==> src/rtl/pipelined_rc_addsub_pkg.sv <==
// Shared constants and operation encoding for the pipelined adder/subtractor.
package addsub_pkg;

  localparam int unsigned DEF_WIDTH  = 64;
  localparam int unsigned DEF_STAGES = 4;

  typedef enum logic {
    MODE_ADD = 1'b0,
    MODE_SUB = 1'b1
  } mode_e;

endpackage

==> src/rtl/pipelined_rc_addsub_if.sv <==
// Streaming valid/ready bundle: operand side in, result side out.
interface pipelined_rc_addsub_if
  import addsub_pkg::*;
#(
  parameter int unsigned WIDTH = DEF_WIDTH
);

  logic             in_valid;
  logic             in_ready;
  logic [WIDTH-1:0] in1;
  logic [WIDTH-1:0] in2;
  logic             cin;
  logic             sub;
  logic             out_valid;
  logic             out_ready;
  logic [WIDTH-1:0] sum;
  logic             cout;
  logic             ovf;

  // Producer/consumer side (drives operands, accepts results).
  modport master (
    output in_valid, in1, in2, cin, sub, out_ready,
    input  in_ready, out_valid, sum, cout, ovf
  );

  // Arithmetic block side.
  modport slave (
    input  in_valid, in1, in2, cin, sub, out_ready,
    output in_ready, out_valid, sum, cout, ovf
  );

endinterface

==> src/rtl/pipelined_rc_addsub_chunk.sv <==
// Combinational ripple of CHUNK full adders; also exposes the carry into the chunk MSB.
module rca_chunk #(
  parameter int unsigned CHUNK = 16
) (
  input  logic [CHUNK-1:0] a,
  input  logic [CHUNK-1:0] b,
  input  logic             cin,
  output logic [CHUNK-1:0] sum,
  output logic             cout,
  output logic             c_msb
);

  logic [CHUNK:0] c;

  // Bit-serial carry ripple across the chunk.
  always_comb begin
    c    = '0;
    sum  = '0;
    c[0] = cin;
    for (int i = 0; i < CHUNK; i++) begin
      sum[i]   = a[i] ^ b[i] ^ c[i];
      c[i+1]   = (a[i] & b[i]) | (c[i] & (a[i] ^ b[i]));
    end
  end

  assign cout  = c[CHUNK];
  assign c_msb = c[CHUNK-1];

endmodule

==> src/rtl/pipelined_rc_addsub.sv <==
// Pipelined ripple-carry adder/subtractor: one CHUNK-bit slice per stage, carry registered between.
module pipelined_rc_addsub
  import addsub_pkg::*;
#(
  parameter int unsigned WIDTH  = DEF_WIDTH,
  parameter int unsigned STAGES = DEF_STAGES
) (
  input logic                  clk,
  input logic                  rst,
  pipelined_rc_addsub_if.slave bus
);

  localparam int unsigned CHUNK = WIDTH / STAGES;

  // acc_q rotates right by CHUNK each stage: pending A chunks drain from the bottom
  // while finished sum chunks enter at the top, so after the last stage it is the sum.
  logic [WIDTH-1:0] acc_q [STAGES];
  logic [WIDTH-1:0] b_q   [STAGES];
  logic [STAGES-1:0] c_q;
  logic [STAGES-1:0] vld_q;
  logic              ovf_q;

  logic [WIDTH-1:0] a_src [STAGES];
  logic [WIDTH-1:0] b_src [STAGES];
  logic [STAGES-1:0] c_src;
  logic [STAGES-1:0] v_src;
  logic [CHUNK-1:0] s_chk [STAGES];
  logic [STAGES-1:0] co_chk;
  logic             cm_chk [STAGES];
  logic [STAGES-1:0] en;

  logic             is_sub;
  logic [WIDTH-1:0] b_in;
  logic             c_in;

  // Subtraction is A + ~B + 1; cin only matters for add.
  assign is_sub = (bus.sub == MODE_SUB);
  assign b_in   = is_sub ? ~bus.in2 : bus.in2;
  assign c_in   = is_sub ? 1'b1 : bus.cin;

  // Load enables: a stage may load when empty or when its successor moves on.
  always_comb begin
    en           = '0;
    en[STAGES-1] = !vld_q[STAGES-1] || bus.out_ready;
    for (int k = int'(STAGES) - 2; k >= 0; k--) begin
      en[k] = !vld_q[k] || en[k+1];
    end
  end

  // Per-stage source selection and chunk adder.
  for (genvar k = 0; k < STAGES; k++) begin : g_stage
    if (k == 0) begin : g_first
      assign a_src[k] = bus.in1;
      assign b_src[k] = b_in;
      assign c_src[k] = c_in;
      assign v_src[k] = bus.in_valid;
    end else begin : g_next
      assign a_src[k] = acc_q[k-1];
      assign b_src[k] = b_q[k-1];
      assign c_src[k] = c_q[k-1];
      assign v_src[k] = vld_q[k-1];
    end

    rca_chunk #(.CHUNK(CHUNK)) u_chunk (
      .a     (a_src[k][CHUNK-1:0]),
      .b     (b_src[k][k*CHUNK +: CHUNK]),
      .cin   (c_src[k]),
      .sum   (s_chk[k]),
      .cout  (co_chk[k]),
      .c_msb (cm_chk[k])
    );
  end

  // Stage registers; a stalled stage simply holds its contents.
  always_ff @(posedge clk) begin
    if (rst) begin
      vld_q <= '0;
      c_q   <= '0;
      ovf_q <= 1'b0;
      for (int k = 0; k < STAGES; k++) begin
        acc_q[k] <= '0;
        b_q[k]   <= '0;
      end
    end else begin
      for (int k = 0; k < STAGES; k++) begin
        if (en[k]) begin
          vld_q[k] <= v_src[k];
          acc_q[k] <= WIDTH'({s_chk[k], a_src[k]} >> CHUNK);
          b_q[k]   <= b_src[k];
          c_q[k]   <= co_chk[k];
        end
      end
      if (en[STAGES-1]) begin
        ovf_q <= co_chk[STAGES-1] ^ cm_chk[STAGES-1];
      end
    end
  end

  assign bus.in_ready  = en[0];
  assign bus.out_valid = vld_q[STAGES-1];
  assign bus.sum       = acc_q[STAGES-1];
  assign bus.cout      = c_q[STAGES-1];
  assign bus.ovf       = ovf_q;

endmodule

==> src/flat_wrapper.sv <==
// flat-port wrapper written by rule: the top's interface ports become plain ports
module pipelined_rc_addsub_flat import addsub_pkg::*;
#(
  parameter int unsigned WIDTH  = DEF_WIDTH,
  parameter int unsigned STAGES = DEF_STAGES
)
  (clk, rst, bus_in_valid, bus_in1, bus_in2, bus_cin, bus_sub, bus_out_ready, bus_in_ready, bus_out_valid, bus_sum, bus_cout, bus_ovf);
  pipelined_rc_addsub_if #(.WIDTH(WIDTH)) bus_i ();
  input logic clk;
  input logic rst;
  input wire logic [$bits(bus_i.in_valid)-1:0] bus_in_valid;
  input wire logic [$bits(bus_i.in1)-1:0] bus_in1;
  input wire logic [$bits(bus_i.in2)-1:0] bus_in2;
  input wire logic [$bits(bus_i.cin)-1:0] bus_cin;
  input wire logic [$bits(bus_i.sub)-1:0] bus_sub;
  input wire logic [$bits(bus_i.out_ready)-1:0] bus_out_ready;
  output wire logic [$bits(bus_i.in_ready)-1:0] bus_in_ready;
  output wire logic [$bits(bus_i.out_valid)-1:0] bus_out_valid;
  output wire logic [$bits(bus_i.sum)-1:0] bus_sum;
  output wire logic [$bits(bus_i.cout)-1:0] bus_cout;
  output wire logic [$bits(bus_i.ovf)-1:0] bus_ovf;
  assign bus_i.in_valid = bus_in_valid;
  assign bus_i.in1 = bus_in1;
  assign bus_i.in2 = bus_in2;
  assign bus_i.cin = bus_cin;
  assign bus_i.sub = bus_sub;
  assign bus_i.out_ready = bus_out_ready;
  assign bus_in_ready = bus_i.in_ready;
  assign bus_out_valid = bus_i.out_valid;
  assign bus_sum = bus_i.sum;
  assign bus_cout = bus_i.cout;
  assign bus_ovf = bus_i.ovf;
  pipelined_rc_addsub #(.WIDTH(WIDTH), .STAGES(STAGES)) u_core (.clk(clk), .rst(rst), .bus(bus_i));
endmodule
==> config.mk <==
export PLATFORM = sky130hd
export DESIGN_NAME = pipelined_rc_addsub_flat
export DESIGN_NICKNAME = d
export VERILOG_FILES = /design/src/rtl/pipelined_rc_addsub_pkg.sv /design/src/rtl/pipelined_rc_addsub_if.sv /design/src/rtl/pipelined_rc_addsub_chunk.sv /design/src/rtl/pipelined_rc_addsub.sv /design/src/flat_wrapper.sv
export SDC_FILE = /design/constraint.sdc
export NUM_CORES = 1
export LEC_CHECK = 0
export CORE_MARGIN = 5
export CORE_UTILIZATION = 50
export DETAILED_ROUTE_END_ITERATION = 8
export HOLD_SLACK_MARGIN = 0.15
export PLACE_DENSITY = 0.74
export SLEW_MARGIN = 15
export SYNTH_ARGS = -nofsm -noshare
export SYNTH_HDL_FRONTEND = slang
export SYNTH_SLANG_ARGS = --single-unit
==> constraint.sdc <==
create_clock -name clk -period 23.2 [get_ports clk]
set_input_delay 3.48 -clock clk [delete_from_list [all_inputs] [get_ports clk]]
set_output_delay 3.48 -clock clk [all_outputs]
set_load 0.01 [all_outputs]
==> Yosys cells after proc, flatten, opt, wreduce, memory -nomap -nowiden <==
Memory sizes are Yosys's and may differ from the RTL's.
Cells that the tools add are included.
{ "totals": {"register_bits": 9, "ram_bits": 512, "out_inout_bits": 68, "wordCells": 373, "n_memories": 2} }
{ "memory_table": {"columns": ["name", "words", "word_bits", "read_ports", "rd_ports_with_merged_regs", "wr", "line_no", "text"], "rows": [
  ["u_core.acc_q", 4, 64, 4, 0, 4, "pipelined_rc_addsub.sv:17", "logic [WIDTH-1:0] acc_q [STAGES];"],
  ["u_core.b_q", 4, 64, 3, 0, 4, "pipelined_rc_addsub.sv:18", "logic [WIDTH-1:0] b_q [STAGES];"]
]} }
{ "classes": {"muxes": 24, "n_bitwise": 330, "reduce_logical": 8} }
{ "op_table": {"columns": ["cell", "n"], "rows": [
  ["$mux 64", 9],
  ["$xor 1x1->1", 129],
  ["$and 1x1->1", 128],
  ["$or 1x1->1", 72],
  ["$not 64->64", 1],
  ["$mux 1", 15],
  ["$logic_not 1->1", 4],
  ["$logic_or 1x1->1", 4]
]} }

==> Longest topological paths before layout <==
{ "depth": {"ltp_word": 35, "mapped_depth": 24, "ltp_nobuf": 22} }

==> Cells and area by module <==
Synthesis repeated with hierarchy kept, for this count alone.
{ "unflattened": {"cells_unflattened": 968, "hier_area_um2": 15447.3} }
{ "modules_own_cells": {"columns": ["mod", "n_inst", "cells_each", "area_per_inst_um2", "seq_area_each_um2"], "rows": [
  ["pipelined_rc_addsub", 1, 864, 14015.9, 10750.3],
  ["rca_chunk", 4, 26, 357.8, 0.0]
]} }

==> Worst setup path after synthesis <==
OpenSTA, ideal clock, no wires.
{ "synth_timing": {"path_kind": "input port to flip-flop", "startpoint": "in bus_sub", "endpoint": "mem u_core.acc_q[0][63] in the netlist's numbering (data pin)", "t_arrival_ps": 10190, "path_slack_ps": 12756, "cell_stages": 23, "n_path_buf": 2, "cell_sequence": "buf_2 > buf_2 > xnor2_1 > fa_1 > inv_1 > fa_1 > inv_1 > fa_1 > fa_1 > fa_1 > fa_1 > fa_1 > fa_1 > fa_1 > fa_1 > fa_1 > fa_1 > fa_1 > fa_1 > fa_1 > inv_1 > fa_1 > and2_1"} }
{ "synth_rtl": {"columns": ["element", "line_no", "text"], "rows": [
  ["from (decl)", "flat_wrapper.sv:15", "input wire logic [$bits(bus_i.sub)-1:0] bus_sub;"],
  ["to (decl)", "pipelined_rc_addsub.sv:17", null]
]} }

==> results.toml <==
[run_status]
status = "completed"

[route]
wl_um = 25800
drt-wirelength-per-cell_um = 16.2
drc = 0
via_count = 7433
dr.pass1.iters = 4
ant_nets = 0
initialDrtViolationCount = 367
routed_via_density = 4.66

[worst_setup_path]
endpoint_kind = "flop"
critical_path_class = "in -> reg"
worstSetupStartpointType = "input pin"
worstPathArrival_ns = 10.75
critPathMaxFanout = 41
regToRegSetupSlack_ns = 15.13
reg2regPathDepth = 20
rr_startpoint = "u_core.acc_q[2][0]"
reg2reg_to = "u_core.acc_q[3][63]"
cp.required_ns = 23.46

[sta]
tns_ns = 0
rsz0062_at_grt = "no"
final_max_slew_viol_count = 0
tightestPinTransition_ns = 1.03
setup_viol = 0
hold_viol = 0
fin_skew_ns = 0.0157
setup_ws_ns = 12.71
min_period_ns = 10.49
fmax_mhz = 95.3
period_share_pct = 45.2
relSlewSlack_pct = 31.1

[clocking]
cts_num_sinks = 361
clkTransAtPathRegs_ns = 0.06
cts_buffer_depth = 3
cts_hold_buffers = 0
clockRootBuffer = "clkbuf_16"
cts_setup_buffers = 0
ctsHtreeMaxLevel = 2
cts_buffers = 38
tritoncts = "built"
clk_latency_ns = 0.51
postCtsResizedCells = 0

[synthesis]
synth_nets = 1160
synth_area_leaders = "edfxtp_1, and2_1, fa_1, xnor2_1, nor2_1"
synthMuxAreaShare_pct = 0.0657
synth-simple-area-share_pct = 14.3
synth_area_leader_cell = "edfxtp_1"
synthCells = 962
synth_top_family_by_area = "simple AND/OR/NAND/NOR gates"
ys_warn_count = 0
ys_seq_area_share_pct = 70.6
synth_area_sq_um = 15200
synth_xor_area_share_pct = 3.74
syn_area_per_cell_sq_um = 15.8
synth-compound-area-share_pct = 0.435
synth_top_area_share_pct = 69.4
yosys.area_share.adder_pct = 8.41
synth_cell_types = 27
ys_ff_latch = 361

[grt]
grtUsageTotal_pct = 15.6
met3_usage_pct = 2.31
antenna_found_initial = 1
grt_pass1_wl_um = 41300
grtUsageMet1_pct = 19.2
use_met2_pct = 27.6
grt_max_degree = 82
overflow = 0
grt_pass1_vias = 7902
top_usage_layer = "met2"

[die]
coreArea_sq_um = 30300
start_util_pct = 50.2
die_w_um = 185
top_level_ports = 202
die_area_sq_um = 34100
die_y_um = 185
rows = 64

[final_layout]
final_common_cell = "edfxtp_1"
nets = 1366
mostFrequentLayoutCells = "edfxtp_1, and2_1, clkdlybuf4s50_1"
utilization_pct = 62.3
syn_to_final_growth_pct = 24.1
layout-drive-gt1-share_pct = 6.43

[pwr]
power_uw = 1470
peakVddDrop_mv = 0.0517
leakage_uw = 0.00759
power.density_nw_per_um2 = 78.0

[place]
routabilityCongestion = 0.822
dp_slack_ns = 12.12
io_buffers = 201
dp_hpwl_um = 17200

[hold_path]
hp-class = "reg -> reg"
min_from = "u_core.vld_q[1]"
holdPathEnd = "u_core.vld_q[2]"
hold_path_depth = 2

[run]
drv_cap = 0
through the flow:
step	cells	cell area, sq um	hold WS [ns]
after CTS	1592	18900	0.457
after floorplan	962	15200	0.426
final	1594	18900	0.455
after global placement	1523	17600	0.433
after detailed placement	1523	17600	0.449
after global routing	1594	18900	0.471
layer usage:
layer	part of all wire, %	up-vias
li1	-	3630
met1	39	3570
met2	53	171
met3	4.0	62
met4	3.8	0
met5	0	-
critical path, cell delays in order:
cell and delay [ns]:
buf_4 0.36, buf_4 0.62, xor2_1 0.26, fa_1 0.20
inv_1 0.05, fa_1 0.38, fa_1 0.40, fa_1 0.39
fa_1 0.42, fa_1 0.40, fa_1 0.40, fa_1 0.39
fa_1 0.39, fa_1 0.39, fa_1 0.40, fa_1 0.39
fa_1 0.39, fa_1 0.37, inv_1 0.08, fa_1 0.41
and2_1 0.14
final cells by class:
type,count,area [sq um]
Timing Repair Buffer,212,2100
Antenna cell,1,2.50
Clock inverter,15,151
Tap cell,396,495
Inverter,40,150
Sequential cell,361,10800
Clock buffer,54,1100
Fill cell,2200,11400
Multi-Input combinational cell,515,4150
cells in the mapped netlist, drive strengths merged:
master and instances:
mux2i 1, edfxtp 352, a21o 1, nor2b 4
dfxtp 9, nand2 3, xor2 2, or2 1
fa 64, nor3 4, nor2 72, nand2b 5
a211oi 3, xnor2 63, nand3b 2, a21oi 5
and2 284, inv 40, clkbuf 30, buf 16
and4b 1
flip-flops by register name, summed over array words and instances, names as in the netlist:
signal	flops
u_core.b_q	96
u_core.bus.ovf	1
u_core.c_q	4
u_core.vld_q	4
u_core.acc_q	256
worst max path at each step:
stage               startpoint                   to  slack [ns]  depth (start not counted)
global placement       bus_sub  u_core.acc_q[0][63]       12.33                         21
detailed placement     bus_sub  u_core.acc_q[0][63]       12.12                         21
CTS                    bus_sub  u_core.acc_q[0][63]       12.65                         21
global route           bus_sub  u_core.acc_q[0][63]       12.38                         21
finish                 bus_sub  u_core.acc_q[0][63]       12.71                         21
floorplan              bus_sub  u_core.acc_q[0][63]       12.76                         23
power breakdown:
part	leakage (uW)	internal, uW	total, uW	switching, uW
combinational	0.00271	61.0	107	46.0
clock	0.000615	365	599	233
sequential	0.00426	758	769	11.4
total	0.00759	1180	1470	291
cells by family after synthesis:
kind of cell,after synthesis
xor+xnor,65
flops,361
mux,1
buf+inv,86
compound gates,9
fa+ha+maj,64
simple gates,376
(Power assumes the default switching activity.)
